`src/rtl/m_wbuart_rx_if.sv`:
```
// Wishbone bus bundle for the UART receiver; names follow the slave's view of the bus.
interface m_wbuart_rx_if;
    logic        CYC_I;
    logic        STB_I;
    logic        WE_I;
    logic        ADR_I;
    logic [31:0] DAT_I;
    logic [31:0] DAT_O;
    logic        ACK_O;

    modport master (
        output CYC_I, STB_I, WE_I, ADR_I, DAT_I,
        input  DAT_O, ACK_O
    );

    modport slave (
        input  CYC_I, STB_I, WE_I, ADR_I, DAT_I,
        output DAT_O, ACK_O
    );
endinterface

```
`src/rtl/m_wbuart_rx.sv`:
```
// m_wbuart_rx: Wishbone-slave 8N1 UART receiver with a small byte FIFO and two word registers.
module m_wbuart_rx #(
    parameter int unsigned DIVISOR   = 287,
    parameter int unsigned DEPTHLOG2 = 2
) (
    input  logic         CLK_I,
    input  logic         RST_I,
    m_wbuart_rx_if.slave wb,
    input  logic         usartRX,
    output logic         rxready
);
    localparam int unsigned     Depth   = 1 << DEPTHLOG2;
    localparam int unsigned     CntW    = DEPTHLOG2 + 1;
    localparam logic [15:0]     DivFull = 16'(DIVISOR);
    localparam logic [15:0]     DivHalf = 16'(DIVISOR / 2);
    localparam logic [CntW-1:0] CntFull = CntW'(Depth);

    typedef enum logic [2:0] {StIdle, StStart, StData, StStop, StBreak} state_e;

    // Synchroniser and receiver
    logic        sync_q, rxs_q;
    state_e      state_q, state_d;
    logic [15:0] timer_q, timer_d;
    logic [2:0]  idx_q, idx_d;
    logic [7:0]  shreg_q, shreg_d;
    logic        expired, push_req, ferr_set;

    // FIFO
    logic [7:0]           mem_q [Depth];
    logic [DEPTHLOG2-1:0] wptr_q, wptr_d, rptr_q, rptr_d;
    logic [CntW-1:0]      cnt_q, cnt_d;
    logic                 empty, full, push_ok, pop_ok;

    // Flags and bus
    logic        ovr_q, ovr_d, ferr_q, ferr_d;
    logic        ack_q, ack_d, rxready_q;
    logic        bus_req, access, pop_req, clr_ovr, clr_ferr;
    logic [7:0]  head;
    logic [31:0] dat_o;
    logic        unused_dat;

    assign unused_dat = ^{wb.DAT_I[31:4], wb.DAT_I[1:0]};

    // Two-stage synchroniser for the asynchronous line; both stages idle high.
    always_ff @(posedge CLK_I or negedge RST_I) begin
        if (!RST_I) begin
            sync_q <= 1'b1;
            rxs_q  <= 1'b1;
        end else begin
            sync_q <= usartRX;
            rxs_q  <= sync_q;
        end
    end

    // Receiver state, bit timer, bit index and shift register.
    always_ff @(posedge CLK_I or negedge RST_I) begin
        if (!RST_I) begin
            state_q <= StIdle;
            timer_q <= '0;
            idx_q   <= '0;
            shreg_q <= '0;
        end else begin
            state_q <= state_d;
            timer_q <= timer_d;
            idx_q   <= idx_d;
            shreg_q <= shreg_d;
        end
    end

    // Receiver next state; a sample is taken at the edge that ends the cycle where timer is 1.
    always_comb begin
        state_d  = state_q;
        timer_d  = (timer_q != 16'd0) ? timer_q - 16'd1 : timer_q;
        idx_d    = idx_q;
        shreg_d  = shreg_q;
        push_req = 1'b0;
        ferr_set = 1'b0;
        expired  = (timer_q == 16'd1);
        case (state_q)
            StIdle: begin
                if (!rxs_q) begin
                    timer_d = DivHalf;
                    state_d = StStart;
                end
            end
            StStart: begin
                if (expired) begin
                    if (rxs_q) begin
                        state_d = StIdle;
                    end else begin
                        timer_d = DivFull;
                        idx_d   = 3'd0;
                        state_d = StData;
                    end
                end
            end
            StData: begin
                if (expired) begin
                    shreg_d = {rxs_q, shreg_q[7:1]};
                    timer_d = DivFull;
                    idx_d   = idx_q + 3'd1;
                    if (idx_q == 3'd7) begin
                        state_d = StStop;
                    end
                end
            end
            StStop: begin
                if (expired) begin
                    if (rxs_q) begin
                        push_req = 1'b1;
                    end else begin
                        ferr_set = 1'b1;
                    end
                    state_d = rxs_q ? StIdle : StBreak;
                end
            end
            StBreak: begin
                if (rxs_q) begin
                    state_d = StIdle;
                end
            end
            default: state_d = StIdle;
        endcase
    end

    // Bus decode, FIFO bookkeeping and sticky flags; a pop frees room for a same-cycle push.
    always_comb begin
        bus_req  = wb.CYC_I & wb.STB_I;
        ack_d    = bus_req & ~ack_q;
        access   = ack_q & bus_req;
        pop_req  = access & ~wb.WE_I & ~wb.ADR_I;
        clr_ovr  = access & wb.WE_I & wb.ADR_I & wb.DAT_I[2];
        clr_ferr = access & wb.WE_I & wb.ADR_I & wb.DAT_I[3];
        empty    = (cnt_q == '0);
        full     = (cnt_q == CntFull);
        pop_ok   = pop_req & ~empty;
        push_ok  = push_req & (~full | pop_ok);
        wptr_d   = push_ok ? wptr_q + 1'b1 : wptr_q;
        rptr_d   = pop_ok ? rptr_q + 1'b1 : rptr_q;
        cnt_d    = cnt_q;
        case ({push_ok, pop_ok})
            2'b10:   cnt_d = cnt_q + 1'b1;
            2'b01:   cnt_d = cnt_q - 1'b1;
            default: cnt_d = cnt_q;
        endcase
        // Set beats clear when both land in the same cycle.
        ovr_d  = (ovr_q & ~clr_ovr) | (push_req & full & ~pop_ok);
        ferr_d = (ferr_q & ~clr_ferr) | ferr_set;
    end

    // FIFO pointers, count, flags and the registered bus acknowledge.
    always_ff @(posedge CLK_I or negedge RST_I) begin
        if (!RST_I) begin
            wptr_q    <= '0;
            rptr_q    <= '0;
            cnt_q     <= '0;
            ovr_q     <= 1'b0;
            ferr_q    <= 1'b0;
            ack_q     <= 1'b0;
            rxready_q <= 1'b0;
        end else begin
            wptr_q    <= wptr_d;
            rptr_q    <= rptr_d;
            cnt_q     <= cnt_d;
            ovr_q     <= ovr_d;
            ferr_q    <= ferr_d;
            ack_q     <= ack_d;
            rxready_q <= ~empty;
        end
    end

    // FIFO storage; contents need no reset since the count gates every read.
    always_ff @(posedge CLK_I) begin
        if (push_ok) begin
            mem_q[wptr_q] <= shreg_q;
        end
    end

    // Read data mux; forced to zero outside the ACK cycle.
    always_comb begin
        head  = empty ? 8'h00 : mem_q[rptr_q];
        dat_o = '0;
        if (ack_q) begin
            if (wb.ADR_I) begin
                dat_o[0]   = ~empty;
                dat_o[1]   = full;
                dat_o[2]   = ovr_q;
                dat_o[3]   = ferr_q;
                dat_o[8:4] = 5'(cnt_q);
            end else begin
                dat_o[8]   = ~empty;
                dat_o[7:0] = head;
            end
        end
    end

    assign wb.DAT_O = dat_o;
    assign wb.ACK_O = ack_q;
    assign rxready  = rxready_q;
endmodule

```
`src/flat_wrapper.sv`:
```
// flat-port wrapper written by rule: the top's interface ports become plain ports
module m_wbuart_rx_flat 
#(
    parameter int unsigned DIVISOR   = 287,
    parameter int unsigned DEPTHLOG2 = 2
)
  (CLK_I, RST_I, usartRX, rxready, wb_CYC_I, wb_STB_I, wb_WE_I, wb_ADR_I, wb_DAT_I, wb_DAT_O, wb_ACK_O);
  m_wbuart_rx_if wb_i ();
  input  logic CLK_I;
  input  logic RST_I;
  input  logic usartRX;
  output logic rxready;
  input wire logic [$bits(wb_i.CYC_I)-1:0] wb_CYC_I;
  input wire logic [$bits(wb_i.STB_I)-1:0] wb_STB_I;
  input wire logic [$bits(wb_i.WE_I)-1:0] wb_WE_I;
  input wire logic [$bits(wb_i.ADR_I)-1:0] wb_ADR_I;
  input wire logic [$bits(wb_i.DAT_I)-1:0] wb_DAT_I;
  output wire logic [$bits(wb_i.DAT_O)-1:0] wb_DAT_O;
  output wire logic [$bits(wb_i.ACK_O)-1:0] wb_ACK_O;
  assign wb_i.CYC_I = wb_CYC_I;
  assign wb_i.STB_I = wb_STB_I;
  assign wb_i.WE_I = wb_WE_I;
  assign wb_i.ADR_I = wb_ADR_I;
  assign wb_i.DAT_I = wb_DAT_I;
  assign wb_DAT_O = wb_i.DAT_O;
  assign wb_ACK_O = wb_i.ACK_O;
  m_wbuart_rx #(.DIVISOR(DIVISOR), .DEPTHLOG2(DEPTHLOG2)) u_core (.CLK_I(CLK_I), .RST_I(RST_I), .wb(wb_i), .usartRX(usartRX), .rxready(rxready));
endmodule
```
`config.mk`:
```
export PLATFORM = sky130hd
export DESIGN_NAME = m_wbuart_rx_flat
export DESIGN_NICKNAME = d
export VERILOG_FILES = /design/src/rtl/m_wbuart_rx_if.sv /design/src/rtl/m_wbuart_rx.sv /design/src/flat_wrapper.sv
export SDC_FILE = /design/constraint.sdc
export NUM_CORES = 1
export LEC_CHECK = 0
export ABC_AREA = 0
export ABC_CLOCK_PERIOD_IN_PS = 7700
export CORE_MARGIN = 2
export CORE_UTILIZATION = 40
export CTS_CLUSTER_SIZE = 16
export DETAILED_ROUTE_END_ITERATION = 7
export SYNTH_ARGS = -nofsm -noshare
export SYNTH_HDL_FRONTEND = slang
export SYNTH_SLANG_ARGS = --single-unit
```
`constraint.sdc`:
```
create_clock -name CLK_I -period 7.7 [get_ports CLK_I]
set_clock_uncertainty 0.2 [all_clocks]
set_input_delay 2.31 -clock CLK_I [delete_from_list [all_inputs] [get_ports CLK_I]]
set_output_delay 2.31 -clock CLK_I [all_outputs]
set_load 0.03 [all_outputs]
```
==> flow_summary.ini <==
[status]
status = finished clean

[routing]
num_vias = 2272
dr.pass1.iters = 4
met3_length_um = 344
wl_met2_mm = 3.06
drt_iter0_drc = 76
top_layer = met4
wl_met1_mm = 3.20
drc = 0
wl_mm = 6.66
ant_nets = 0
drt-wirelength-per-cell_um = 15.3
viasPerCell = 5.24

[yosys]
ys_top_cells_by_area = dfrtp_1 28%, edfxtp_1 26%, mux4_2 4.9%
synth_top_flop_cell = dfrtp_1
ys_types = 55
synthArstFlopShare = 0.573
netlist.area_leader.share = 0.278
syn-instance-count = 300
netlist_top_cells_count = 41 x dfrtp_1, 32 x edfxtp_1, 23 x buf_4, 17 x nor2_1
yosysWarnings = 0
yosysMostFrequentCell = dfrtp_1
synth_top_area_cell = dfrtp_1
syn-cell-area_um2 = 3690
avgSynthCellArea_um2 = 12.3
synth_edf_count = 32
synth_seq_area_share = 0.553
synth_seq_cells = 75

[floorplanning]
die_w_um = 100
io_pins = 73
core-area_um2 = 9110
floorplan.initialDensity = 0.405
row_count = 35
die_y_um = 100
die_area_um2 = 10000

[global_routing]
antenna_found_initial = 0
track_usage = 0.146
grt_pass1_vias = 2177
grt_pass1_wl_mm = 11.2
grt_overflow = 0
grt_max_degree = 44

[worst_setup_path]
required_ns = 5.19
startpoint_type = input pin
crit_path_end_kind = output port
path_max_fanout = 12
cp-startpoint = wb_ADR_I
worstPathArrival_ns = 4.30
criticalPathCategory = in -> out
timing.rr.start = u_core.timer_q[5]$_DFF_PN0_

[timing]
fin_tns_setup_ns = 0
timing.final.crit_share = 0.884
rsz0062_at_grt = false
drv_slew = 0
fmax_mhz = 147
worstMarginPinSlew_ns = 1.01
hold_ws_ns = 0.161
final-setup-viol-count = 0
slew_headroom = 0.329
finalCriticalPeriod_ns = 6.81
hold_viol = 0

[power]
power_density_nw_per_um2 = 209
p_leak_nw = 1.71
switching_share = 0.275
intPower_uw = 618
pwr-share-comb = 0.096
p_switching_uw = 234
pwr-share-seq = 0.535
ir_drop_mv = 0.102
p_clk_frac = 0.369

[worst_hold_path]
hp-class = reg -> reg
worstHoldStart = u_core.sync_q$_DFF_PN1_

[cts]
cts_buffers = 9
clockBufferDepth = 2
postCtsHoldBufs = 0
cts_setup_buffers = 0
cts-resized-gates = 0
root_buffer = clkbuf_8
htree_levels = 3
clock-sinks = 75
cts_tree = done
path_clk_slew_ns = 0.08
insertion_delay_ns = 0.34

[run]
cap_violations = 0

[layout]
n_antenna_cell = 0
fin_nets = 367
finish.utilization = 0.447
syn2layout_area_growth_pct = 10.5
fin_area_um2 = 4070
layout-drive-gt1-share = 0.0991

[placement]
place_area_um2 = 3870
place_congestion = 0.741
hpwlAfterDp_mm = 4.56
io_buffers = 19
area by class of cell:
type	count	area (um^2)
Fill cell	826	5030
Clock buffer	9	124
Timing Repair Buffer	19	185
Tap cell	111	139
Sequential cell	75	2040
Clock inverter	7	82.6
Multi-Input combinational cell	201	1460
Inverter	12	45.0
sequential cells by signal, summed over array words and instances, names as in the netlist:
| signal | count |
|---|---|
| u_core.rxready | 1 |
| u_core.rxs_q | 1 |
| u_core.shreg_q | 8 |
| u_core.ovr_q | 1 |
| u_core.ferr_q | 1 |
| u_core.wptr_q | 2 |
| u_core.cnt_q | 3 |
| u_core.rptr_q | 2 |
| u_core.sync_q | 1 |
| u_core.state_q | 3 |
| u_core.wb.ACK_O | 1 |
| u_core.mem_q | 32 |
| u_core.timer_q | 16 |
| u_core.idx_q | 3 |
final timing paths:
kind	endpoint	slack (ns)	cells after the start
worst max-delay path	wb_DAT_O[3]	0.89	5
worst min-delay path	u_core.rxs_q$_DFF_PN1_	0.16	0
worst max register to register	u_core.cnt_q[2]$_DFFE_PN0P_	4.43	10
worst min register to register	u_core.rxs_q$_DFF_PN1_	0.16	0
max in group asynchronous	u_core.wptr_q[0]$_DFFE_PN0P_	4.73	1
min in group asynchronous	u_core.timer_q[9]$_DFF_PN0_	1.92	1
through the flow:
step / total power [mW] / setup WS [ns] / instances
floorplan: 0.529 / 1.84 / 322
global placement: 0.547 / 0.881 / 418
detailed placement: 0.548 / 0.879 / 418
CTS: 0.862 / 0.873 / 434
global route: 0.892 / 0.732 / 434
finish: 0.852 / 0.893 / 434
power groups by stage:
stage	Clock [mW]	Sequential [mW]	Combinational, mW
CTS	0.323	0.457	0.0832
floorplan	0	0.445	0.0838
global placement	0	0.465	0.0822
global route	0.342	0.461	0.0897
detailed placement	0	0.464	0.0833
finish	0.315	0.456	0.0817
worst max-delay path, cell delays in order:
cell and delay (ns):
clkdlybuf4s50_1 0.62, nor2b_1 0.39, a22oi_1 0.14, nor2b_1 0.15, clkdlybuf4s50_1 0.68
routing by layer:
| metal | global-route usage | vias up |
|---|---|---|
| met2 | 0.219 | 59 |
| met3 | 0.0390 | 4 |
| met1 | 0.208 | 1109 |
| li1 | - | 1100 |
| met4 | 0.0474 | 0 |
| met5 | 0 | - |
cells by family (layout without fill, tap and decap cells):
group,after synthesis,in the layout,synth area share
flops,75,75,0.553
simple gates,90,90,0.146
other cells,1,23,0.00102
xor+xnor,7,7,0.0166
fa+ha+maj,10,10,0.0360
compound gates,49,49,0.0842
buf+inv,46,47,0.0733
mux,22,22,0.0900
layout by cell type, fill, tap and decap left out, types with 4 or more instances in the layout:
cell type / n
nor2_1: 17
nor2b_1: 9
conb_1: 23
inv_1: 12
clkdlybuf4s50_1: 18
edfxtp_1: 32
ha_1: 9
nand2_1: 10
nand3_1: 4
a22oi_1: 5
nor4_1: 6
o21ai_0: 11
mux2_1: 8
or3_1: 5
nor3_1: 4
o31ai_1: 6
or4_1: 8
xnor2_1: 4
a21oi_1: 12
dfrtp_1: 41
clkbuf_8: 9
mux2i_1: 5
and2_1: 6
nand4_1: 4
mux4_2: 8
Power figures use the tool's default switching activity.
